**src/rtl/cpu_ctrl.sv**
```systemverilog
// cpu_ctrl: multi-cycle control unit for the MIPS-subset core.
// Sequences FETCH -> DECODE -> EXEC -> (MEM) -> WB around an external
// combinational ALU and owns the 32x32 register file and the PC.
// Optional feature macro: CPU_CTRL_OVF_TRAP_EN (signed overflow on
// add/sub/addi traps to HALT with exc set instead of writing back).
module cpu_ctrl #(
   parameter logic [31:0] RESET_PC = 32'h0000_0000
) (
   input  logic        clk_i,
   input  logic        rst_ni,
   output logic        imem_req_o,
   output logic [31:0] imem_addr_o,
   input  logic [31:0] imem_rdata_i,
   input  logic        imem_valid_i,
   output logic        dmem_req_o,
   output logic        dmem_we_o,
   output logic [31:0] dmem_addr_o,
   output logic [31:0] dmem_wdata_o,
   input  logic [31:0] dmem_rdata_i,
   input  logic        dmem_valid_i,
   output logic [31:0] alu_a_o,
   output logic [31:0] alu_b_o,
   output logic [31:0] alu_instr_o,
   input  logic [31:0] alu_result_i,
   input  logic [2:0]  alu_flags_i,
   output logic        halt_o,
   output logic        exc_o,
   output logic [31:0] pc_o
);

   localparam logic [2:0] StFetch  = 3'd0;
   localparam logic [2:0] StDecode = 3'd1;
   localparam logic [2:0] StExec   = 3'd2;
   localparam logic [2:0] StMem    = 3'd3;
   localparam logic [2:0] StWb     = 3'd4;
   localparam logic [2:0] StHalt   = 3'd5;

   logic [2:0]  state_q, state_d;
   logic [31:0] pc_q, pc_d;
   logic [31:0] instr_q, instr_d;
   logic        imem_req_q, imem_req_d;
   logic        dmem_req_q, dmem_req_d;
   logic        dmem_we_q, dmem_we_d;
   logic [31:0] dmem_addr_q, dmem_addr_d;
   logic [31:0] dmem_wdata_q, dmem_wdata_d;
   logic [31:0] alu_a_q, alu_a_d;
   logic [31:0] alu_b_q, alu_b_d;
   logic [31:0] alu_instr_q, alu_instr_d;
   logic [31:0] res_q, res_d;
   logic        br_q, br_d;
   logic        halt_q, halt_d;

   logic [31:0] rf_q [32];
   logic        rf_we;
   logic [4:0]  rf_waddr;
   logic [31:0] rf_wdata;

   logic [5:0]  opcode, funct;
   logic [4:0]  rs, rt, rd;
   logic [31:0] rs_val, rt_val, br_off;
   logic        dec_valid, dec_rtype, dec_slt, dec_branch;
   logic        dec_load, dec_store, dec_wr, dec_ovf;
   logic        trap;

   assign opcode = instr_q[31:26];
   assign rs     = instr_q[25:21];
   assign rt     = instr_q[20:16];
   assign rd     = instr_q[15:11];
   assign funct  = instr_q[5:0];
   assign br_off = {{14{instr_q[15]}}, instr_q[15:0], 2'b00};

   // r0 is hard-wired to zero on the read side
   assign rs_val = (rs == 5'd0) ? 32'd0 : rf_q[rs];
   assign rt_val = (rt == 5'd0) ? 32'd0 : rf_q[rt];

   // Decode the captured instruction; it stays in instr_q until the next fetch
   always_comb begin
      dec_valid  = 1'b0;
      dec_rtype  = 1'b0;
      dec_slt    = 1'b0;
      dec_branch = 1'b0;
      dec_load   = 1'b0;
      dec_store  = 1'b0;
      dec_wr     = 1'b0;
      dec_ovf    = 1'b0;
      case (opcode)
         6'h00: begin
            dec_rtype = 1'b1;
            case (funct)
               6'h00, 6'h02, 6'h03, 6'h04, 6'h06, 6'h07,
               6'h21, 6'h23, 6'h24, 6'h25, 6'h26, 6'h27: dec_valid = 1'b1;
               6'h20, 6'h22: begin
                  dec_valid = 1'b1;
                  dec_ovf   = 1'b1;
               end
               6'h2a, 6'h2b: begin
                  dec_valid = 1'b1;
                  dec_slt   = 1'b1;
               end
               default: dec_valid = 1'b0;
            endcase
            dec_wr = dec_valid;
         end
         6'h08: begin
            dec_valid = 1'b1;
            dec_wr    = 1'b1;
            dec_ovf   = 1'b1;
         end
         6'h09: begin
            dec_valid = 1'b1;
            dec_wr    = 1'b1;
         end
         6'h0a, 6'h0b: begin
            dec_valid = 1'b1;
            dec_wr    = 1'b1;
            dec_slt   = 1'b1;
         end
         6'h04, 6'h05: begin
            dec_valid  = 1'b1;
            dec_branch = 1'b1;
         end
         6'h23: begin
            dec_valid = 1'b1;
            dec_wr    = 1'b1;
            dec_load  = 1'b1;
         end
         6'h2b: begin
            dec_valid = 1'b1;
            dec_store = 1'b1;
         end
         default: dec_valid = 1'b0;
      endcase
   end

`ifdef CPU_CTRL_OVF_TRAP_EN
   logic exc_q, exc_d;
   assign trap  = dec_ovf & alu_flags_i[2];
   assign exc_o = exc_q;
`else
   logic unused_ovf;
   assign unused_ovf = dec_ovf ^ alu_flags_i[2];
   assign trap       = 1'b0;
   assign exc_o      = 1'b0;
`endif

   assign rf_waddr = dec_rtype ? rd : rt;
   assign rf_wdata = res_q;

   // Next-state logic for the sequencer and all registered outputs
   always_comb begin
      state_d      = state_q;
      pc_d         = pc_q;
      instr_d      = instr_q;
      imem_req_d   = imem_req_q;
      dmem_req_d   = dmem_req_q;
      dmem_we_d    = dmem_we_q;
      dmem_addr_d  = dmem_addr_q;
      dmem_wdata_d = dmem_wdata_q;
      alu_a_d      = alu_a_q;
      alu_b_d      = alu_b_q;
      alu_instr_d  = alu_instr_q;
      res_d        = res_q;
      br_d         = br_q;
      halt_d       = halt_q;
`ifdef CPU_CTRL_OVF_TRAP_EN
      exc_d        = exc_q;
`endif
      rf_we        = 1'b0;
      case (state_q)
         StFetch: begin
            if (!imem_req_q) begin
               // only reached straight after reset release
               imem_req_d = 1'b1;
            end else if (imem_valid_i) begin
               instr_d    = imem_rdata_i;
               imem_req_d = 1'b0;
               state_d    = StDecode;
            end
         end
         StDecode: begin
            if (!dec_valid) begin
               halt_d  = 1'b1;
               state_d = StHalt;
            end else begin
               alu_a_d     = rs_val;
               alu_b_d     = rt_val;
               alu_instr_d = instr_q;
               state_d     = StExec;
            end
         end
         StExec: begin
            res_d = dec_slt ? {31'd0, alu_flags_i[1]} : alu_result_i;
            br_d  = alu_flags_i[0];
            if (trap) begin
               // PC stays on the faulting instruction
               halt_d  = 1'b1;
`ifdef CPU_CTRL_OVF_TRAP_EN
               exc_d   = 1'b1;
`endif
               state_d = StHalt;
            end else if (dec_load || dec_store) begin
               dmem_req_d   = 1'b1;
               dmem_we_d    = dec_store;
               dmem_addr_d  = alu_result_i;
               dmem_wdata_d = alu_b_q;
               state_d      = StMem;
            end else begin
               state_d = StWb;
            end
         end
         StMem: begin
            if (dmem_valid_i) begin
               if (!dmem_we_q) res_d = dmem_rdata_i;
               dmem_req_d   = 1'b0;
               dmem_we_d    = 1'b0;
               dmem_addr_d  = 32'd0;
               dmem_wdata_d = 32'd0;
               state_d      = StWb;
            end
         end
         StWb: begin
            rf_we      = dec_wr && (rf_waddr != 5'd0);
            pc_d       = (dec_branch && br_q) ? pc_q + 32'd4 + br_off : pc_q + 32'd4;
            imem_req_d = 1'b1;
            state_d    = StFetch;
         end
         StHalt: begin
            state_d = StHalt;
         end
         default: begin
            halt_d  = 1'b1;
            state_d = StHalt;
         end
      endcase
   end

   // Sequencer state and registered outputs
   always_ff @(posedge clk_i or negedge rst_ni) begin
      if (!rst_ni) begin
         state_q      <= StFetch;
         pc_q         <= RESET_PC;
         instr_q      <= '0;
         imem_req_q   <= 1'b0;
         dmem_req_q   <= 1'b0;
         dmem_we_q    <= 1'b0;
         dmem_addr_q  <= '0;
         dmem_wdata_q <= '0;
         alu_a_q      <= '0;
         alu_b_q      <= '0;
         alu_instr_q  <= '0;
         res_q        <= '0;
         br_q         <= 1'b0;
         halt_q       <= 1'b0;
`ifdef CPU_CTRL_OVF_TRAP_EN
         exc_q        <= 1'b0;
`endif
      end else begin
         state_q      <= state_d;
         pc_q         <= pc_d;
         instr_q      <= instr_d;
         imem_req_q   <= imem_req_d;
         dmem_req_q   <= dmem_req_d;
         dmem_we_q    <= dmem_we_d;
         dmem_addr_q  <= dmem_addr_d;
         dmem_wdata_q <= dmem_wdata_d;
         alu_a_q      <= alu_a_d;
         alu_b_q      <= alu_b_d;
         alu_instr_q  <= alu_instr_d;
         res_q        <= res_d;
         br_q         <= br_d;
         halt_q       <= halt_d;
`ifdef CPU_CTRL_OVF_TRAP_EN
         exc_q        <= exc_d;
`endif
      end
   end

   // Register file write port
   always_ff @(posedge clk_i or negedge rst_ni) begin
      if (!rst_ni) begin
         for (int i = 0; i < 32; i++) rf_q[i] <= '0;
      end else if (rf_we) begin
         rf_q[rf_waddr] <= rf_wdata;
      end
   end

   assign imem_req_o   = imem_req_q;
   assign imem_addr_o  = pc_q;
   assign pc_o         = pc_q;
   assign dmem_req_o   = dmem_req_q;
   assign dmem_we_o    = dmem_we_q;
   assign dmem_addr_o  = dmem_addr_q;
   assign dmem_wdata_o = dmem_wdata_q;
   assign alu_a_o      = alu_a_q;
   assign alu_b_o      = alu_b_q;
   assign alu_instr_o  = alu_instr_q;
   assign halt_o       = halt_q;

endmodule

```
**config.mk**
```make
export PLATFORM = sky130hd
export DESIGN_NAME = cpu_ctrl
export DESIGN_NICKNAME = d
export VERILOG_FILES = /design/src/rtl/cpu_ctrl.sv
export SDC_FILE = /design/constraint.sdc
export NUM_CORES = 2
export LEC_CHECK = 0
export CAP_MARGIN = 10
export CELL_PAD_IN_SITES_DETAIL_PLACEMENT = 0
export CELL_PAD_IN_SITES_GLOBAL_PLACEMENT = 2
export CORE_MARGIN = 2
export CORE_UTILIZATION = 39
export DETAILED_ROUTE_END_ITERATION = 10
export MAX_ROUTING_LAYER = met4
export PLACE_DENSITY_LB_ADDON = 0.1
export SLEW_MARGIN = 20
export SYNTH_ARGS = -nofsm -noshare
export SYNTH_HDL_FRONTEND = slang
export SYNTH_SLANG_ARGS = --single-unit
export TNS_END_PERCENT = 20
```
**constraint.sdc**
```tcl
create_clock -name clk_i -period 3.8 [get_ports clk_i]
set_input_delay 0.76 -clock clk_i [delete_from_list [all_inputs] [get_ports clk_i]]
set_output_delay 0.76 -clock clk_i [all_outputs]
set_load 0.1 [all_outputs]
```
==> flow_summary.json <==
{
  "place_area_um2": 75200,
  "coreArea_um2": 173000,
  "total_power_mw": 62.1,
  "drive_above_1_share_pct": 37.0,
  "ys_warn_count": 0,
  "drc": 0,
  "async_flop_share_pct": 100,
  "slew_headroom_pct": 24.9,
  "dp.final_hpwl_um": 150000,
  "fin_area_um2": 80700,
  "yosys-top-cells-area": "dfrtp_1, mux2_2, mux4_2",
  "cts_tree": "built",
  "cts-htree-levels": 4,
  "antenna_found_initial": 13,
  "die_h_um": 421,
  "clkLatencyLatePin_ns": 0.83,
  "routed_wl_um": 243000,
  "netlist_area_um2": 68000,
  "first_pass_iters": 5,
  "grt_max_degree": 105,
  "start_util_pct": 39.2,
  "fin_skew_ns": 0.0256,
  "vias": 47400,
  "ys_seq_elements": 1286,
  "powerDensity_nw_per_um2": 770,
  "synth.yosys.seq_area_share_pct": 47.4,
  "grt_pass1_wl_um": 355000,
  "critPathLaunchType": "flop",
  "dr.max_layer_used": "met4",
  "synth_edf_count": 0,
  "std_cell_rows": 153,
  "synthXorXnorAreaFrac_pct": 0.619,
  "wl_met2_um": 112000,
  "nets": 5699,
  "cts_buffer_depth": 3,
  "area_delta_synth_final_pct": 18.7,
  "overflow": 0,
  "io_pins": 332,
  "syn-mean-instance-area_um2": 12.7,
  "setup_viol_count_final": 0,
  "critical_path_class": "reg2reg",
  "synth_compound_area_share_pct": 8.67,
  "final_core_util_pct": 46.5,
  "outcome": "finished, final reports clean",
  "period_minus_slack_ns": 3.63,
  "synthAdderAreaFrac_pct": 0.711,
  "synth_flop_cell": "dfrtp_1",
  "netlist.area_leader.share_pct": 47.4,
  "worstPathMaxFanout": 5,
  "final_hold_viol_count": 0,
  "track_usage_pct": 28.0,
  "route.met3.wl_um": 12500,
  "worst_slew_pin_slew_ns": 1.13,
  "fin_crit_sh_pct": 95.7,
  "p_leak_nw": 36.2,
  "gp_congestion": 0.817,
  "muxShareOfSynthArea_pct": 34.7,
  "routed_via_density": 5.92,
  "end_kind": "flop",
  "wl_per_cell_um": 30.3,
  "min_path_type": "reg2reg",
  "drtIter0Drc": 3941,
  "dieArea_um2": 178000,
  "cts_root_buffer": "clkbuf_16",
  "cts.clk_slew.worst_paths_ns": 0.06,
  "cts_inserted_buffers": 154,
  "grt_pass1_vias": 48100,
  "antenna_left": 0,
  "cap_violations": 0,
  "syn_inst": 5344,
  "synth_top_area_cell": "dfrtp_1",
  "synth_top_family_by_area": "multiplexers",
  "io_buffers": 325,
  "cp.arrival_ns": 4.38,
  "die_w_um": 421,
  "met1_length_um": 113000,
  "fmax_ghz": 0.275,
  "slew_violations": 0,
  "synth_cell_types": 66,
  "ir_drop_uv": 702,
  "cts.sinks": 1286,
  "yosys.area_share.simple_pct": 4.06,
  "cp.required_ns": 4.54,
  "rsz0062_at_grt": "yes"
}
-- cells in the final DEF, fill, tap and decap left out, drive strengths merged, types with 6 or more instances in the layout --
| cell | count |
|---|---|
| a21oi | 171 |
| o221ai | 52 |
| xor2 | 12 |
| o31ai | 15 |
| a22o | 36 |
| a211oi | 18 |
| a2111oi | 14 |
| clkdlybuf4s50 | 317 |
| clkinv | 36 |
| buf | 307 |
| and3 | 18 |
| mux2 | 1173 |
| nand3 | 55 |
| inv | 24 |
| nor4 | 7 |
| xnor2 | 36 |
| o211ai | 38 |
| a22oi | 68 |
| and2 | 6 |
| a221oi | 72 |
| o21ai | 335 |
| dfrtp | 1286 |
| a21o | 13 |
| nor2b | 15 |
| bufinv | 17 |
| nor3 | 24 |
| nand2b | 16 |
| nand2 | 240 |
| ha | 37 |
| mux2i | 352 |
| clkbuf | 210 |
| a31oi | 41 |
| nor2 | 194 |
| nand4 | 16 |
| o22ai | 41 |
| mux4 | 304 |
| clkinvlp | 6 |
-- cells by family (layout without fill, tap and decap cells) --
kind of cell	after synthesis	in the layout
other	1	7
adders and majority gates	38	38
muxes	1829	1829
DFF	1286	1286
xor gates and xnor gates	48	48
and+or+nand+nor	621	621
buffers and inverters	588	918
AOI/OAI and AO/OA	933	933
-- critical path, stage by stage, from the launching register on --
cell and delay (ns):
dfrtp_4 0.40, and4_2 0.27, and3_1 0.20, nor2b_4 0.21, nand2_1 0.10, xnor2_1 0.30
ha_1 0.35, o21ai_0 0.18, o211ai_1 0.12, a221oi_2 0.28, o22ai_1 0.18, nor2_2 0.22
mux2i_1 0.11, and4b_1 0.22, a221oi_2 0.26, xnor2_1 0.14
-- layer usage --
metal,vias to the layer above,global-route usage (%)
met3,342,3.92
met2,1363,42.4
li1,20400,-
met5,-,-
met1,25300,39.5
met4,0,7.49
-- report_power, final --
part | total (mW) | switching, mW | internal [mW]
Sequential | 19.7 | 3.84 | 15.8
Clock | 15.7 | 6.42 | 9.26
Combinational | 26.8 | 17.4 | 9.35
-- per-stage QoR --
step           hold slack, ns  setup TNS, ns  std cells  setup WS [ns]
2_1_floorplan           0.445              0       5348        0.00236
3_3_place_gp            0.380        -0.0267       7725        -0.0267
6_report                0.399              0       8005          0.165
5_1_grt                 0.410        -0.0804       8003        -0.0418
3_5_place_dp            0.387        -0.0250       7725        -0.0250
4_1_cts                 0.400              0       8002        0.00355
-- final timing paths --
path / from / endpoint / slack [ns] / cells past startpoint
min in group asynchronous: rst_ni / imem_addr_o[4] / 0.51 / 2
worst max register to register: imem_addr_o[5] / imem_addr_o[31] / 0.17 / 15
worst min-delay path: rf_q[998] / rf_q[998] / 0.40 / 0
max in group asynchronous: rst_ni / rf_q[572] / 2.06 / 4
worst max-delay path: imem_addr_o[5] / imem_addr_o[31] / 0.17 / 15
worst min register to register: rf_q[998] / rf_q[998] / 0.40 / 0
-- layout make-up --
type / instances / area, um^2
diodes: 2 / 5.00
flip-flops and latches: 1286 / 32300
clock inverters: 66 / 996
clock buffers: 210 / 4350
repair buffers: 625 / 6420
well taps: 2325 / 2910
fillers: 15800 / 92800
multi-input cells: 3474 / 33600
inverters: 17 / 63.8
-- state kept, by name, summed over array words and instances, names as in the netlist, 3 cells and up --
| name | cells |
|---|---|
| alu_instr_o | 32 |
| state_q | 3 |
| alu_b_o | 32 |
| instr_q | 32 |
| res_q | 32 |
| dmem_wdata_o | 32 |
| rf_q | 1024 |
| alu_a_o | 32 |
| dmem_addr_o | 32 |
| imem_addr_o | 30 |
-- synthesized netlist by cell type, drive strengths merged, types with 16 or more instances --
| library cell | count |
|---|---|
| dfrtp | 1286 |
| mux2 | 1173 |
| mux2i | 352 |
| o21ai | 335 |
| clkbuf | 304 |
| mux4 | 304 |
| buf | 267 |
| nand2 | 240 |
| nor2 | 194 |
| a21oi | 171 |
| a221oi | 72 |
| a22oi | 68 |
| nand3 | 55 |
| o221ai | 52 |
| a31oi | 41 |
| o22ai | 41 |
| o211ai | 38 |
| ha | 37 |
| a22o | 36 |
| xnor2 | 36 |
| nor3 | 24 |
| a211oi | 18 |
| and3 | 18 |
| inv | 17 |
| nand2b | 16 |
| nand4 | 16 |
-- repair_timing --
| item | 4_1_cts | 5_1_grt |
|---|---|---|
| buffers inserted | 0 | 1 |
| hold buffers | 1 | 0 |
| endpoints found under the setup margin | 1 | 10 |
| pin swaps | 0 | 7 |
| resized for setup | 2 | 23 |
| endpoints found under the hold margin | 55 | 0 |
Power figures use the tool's default switching activity.
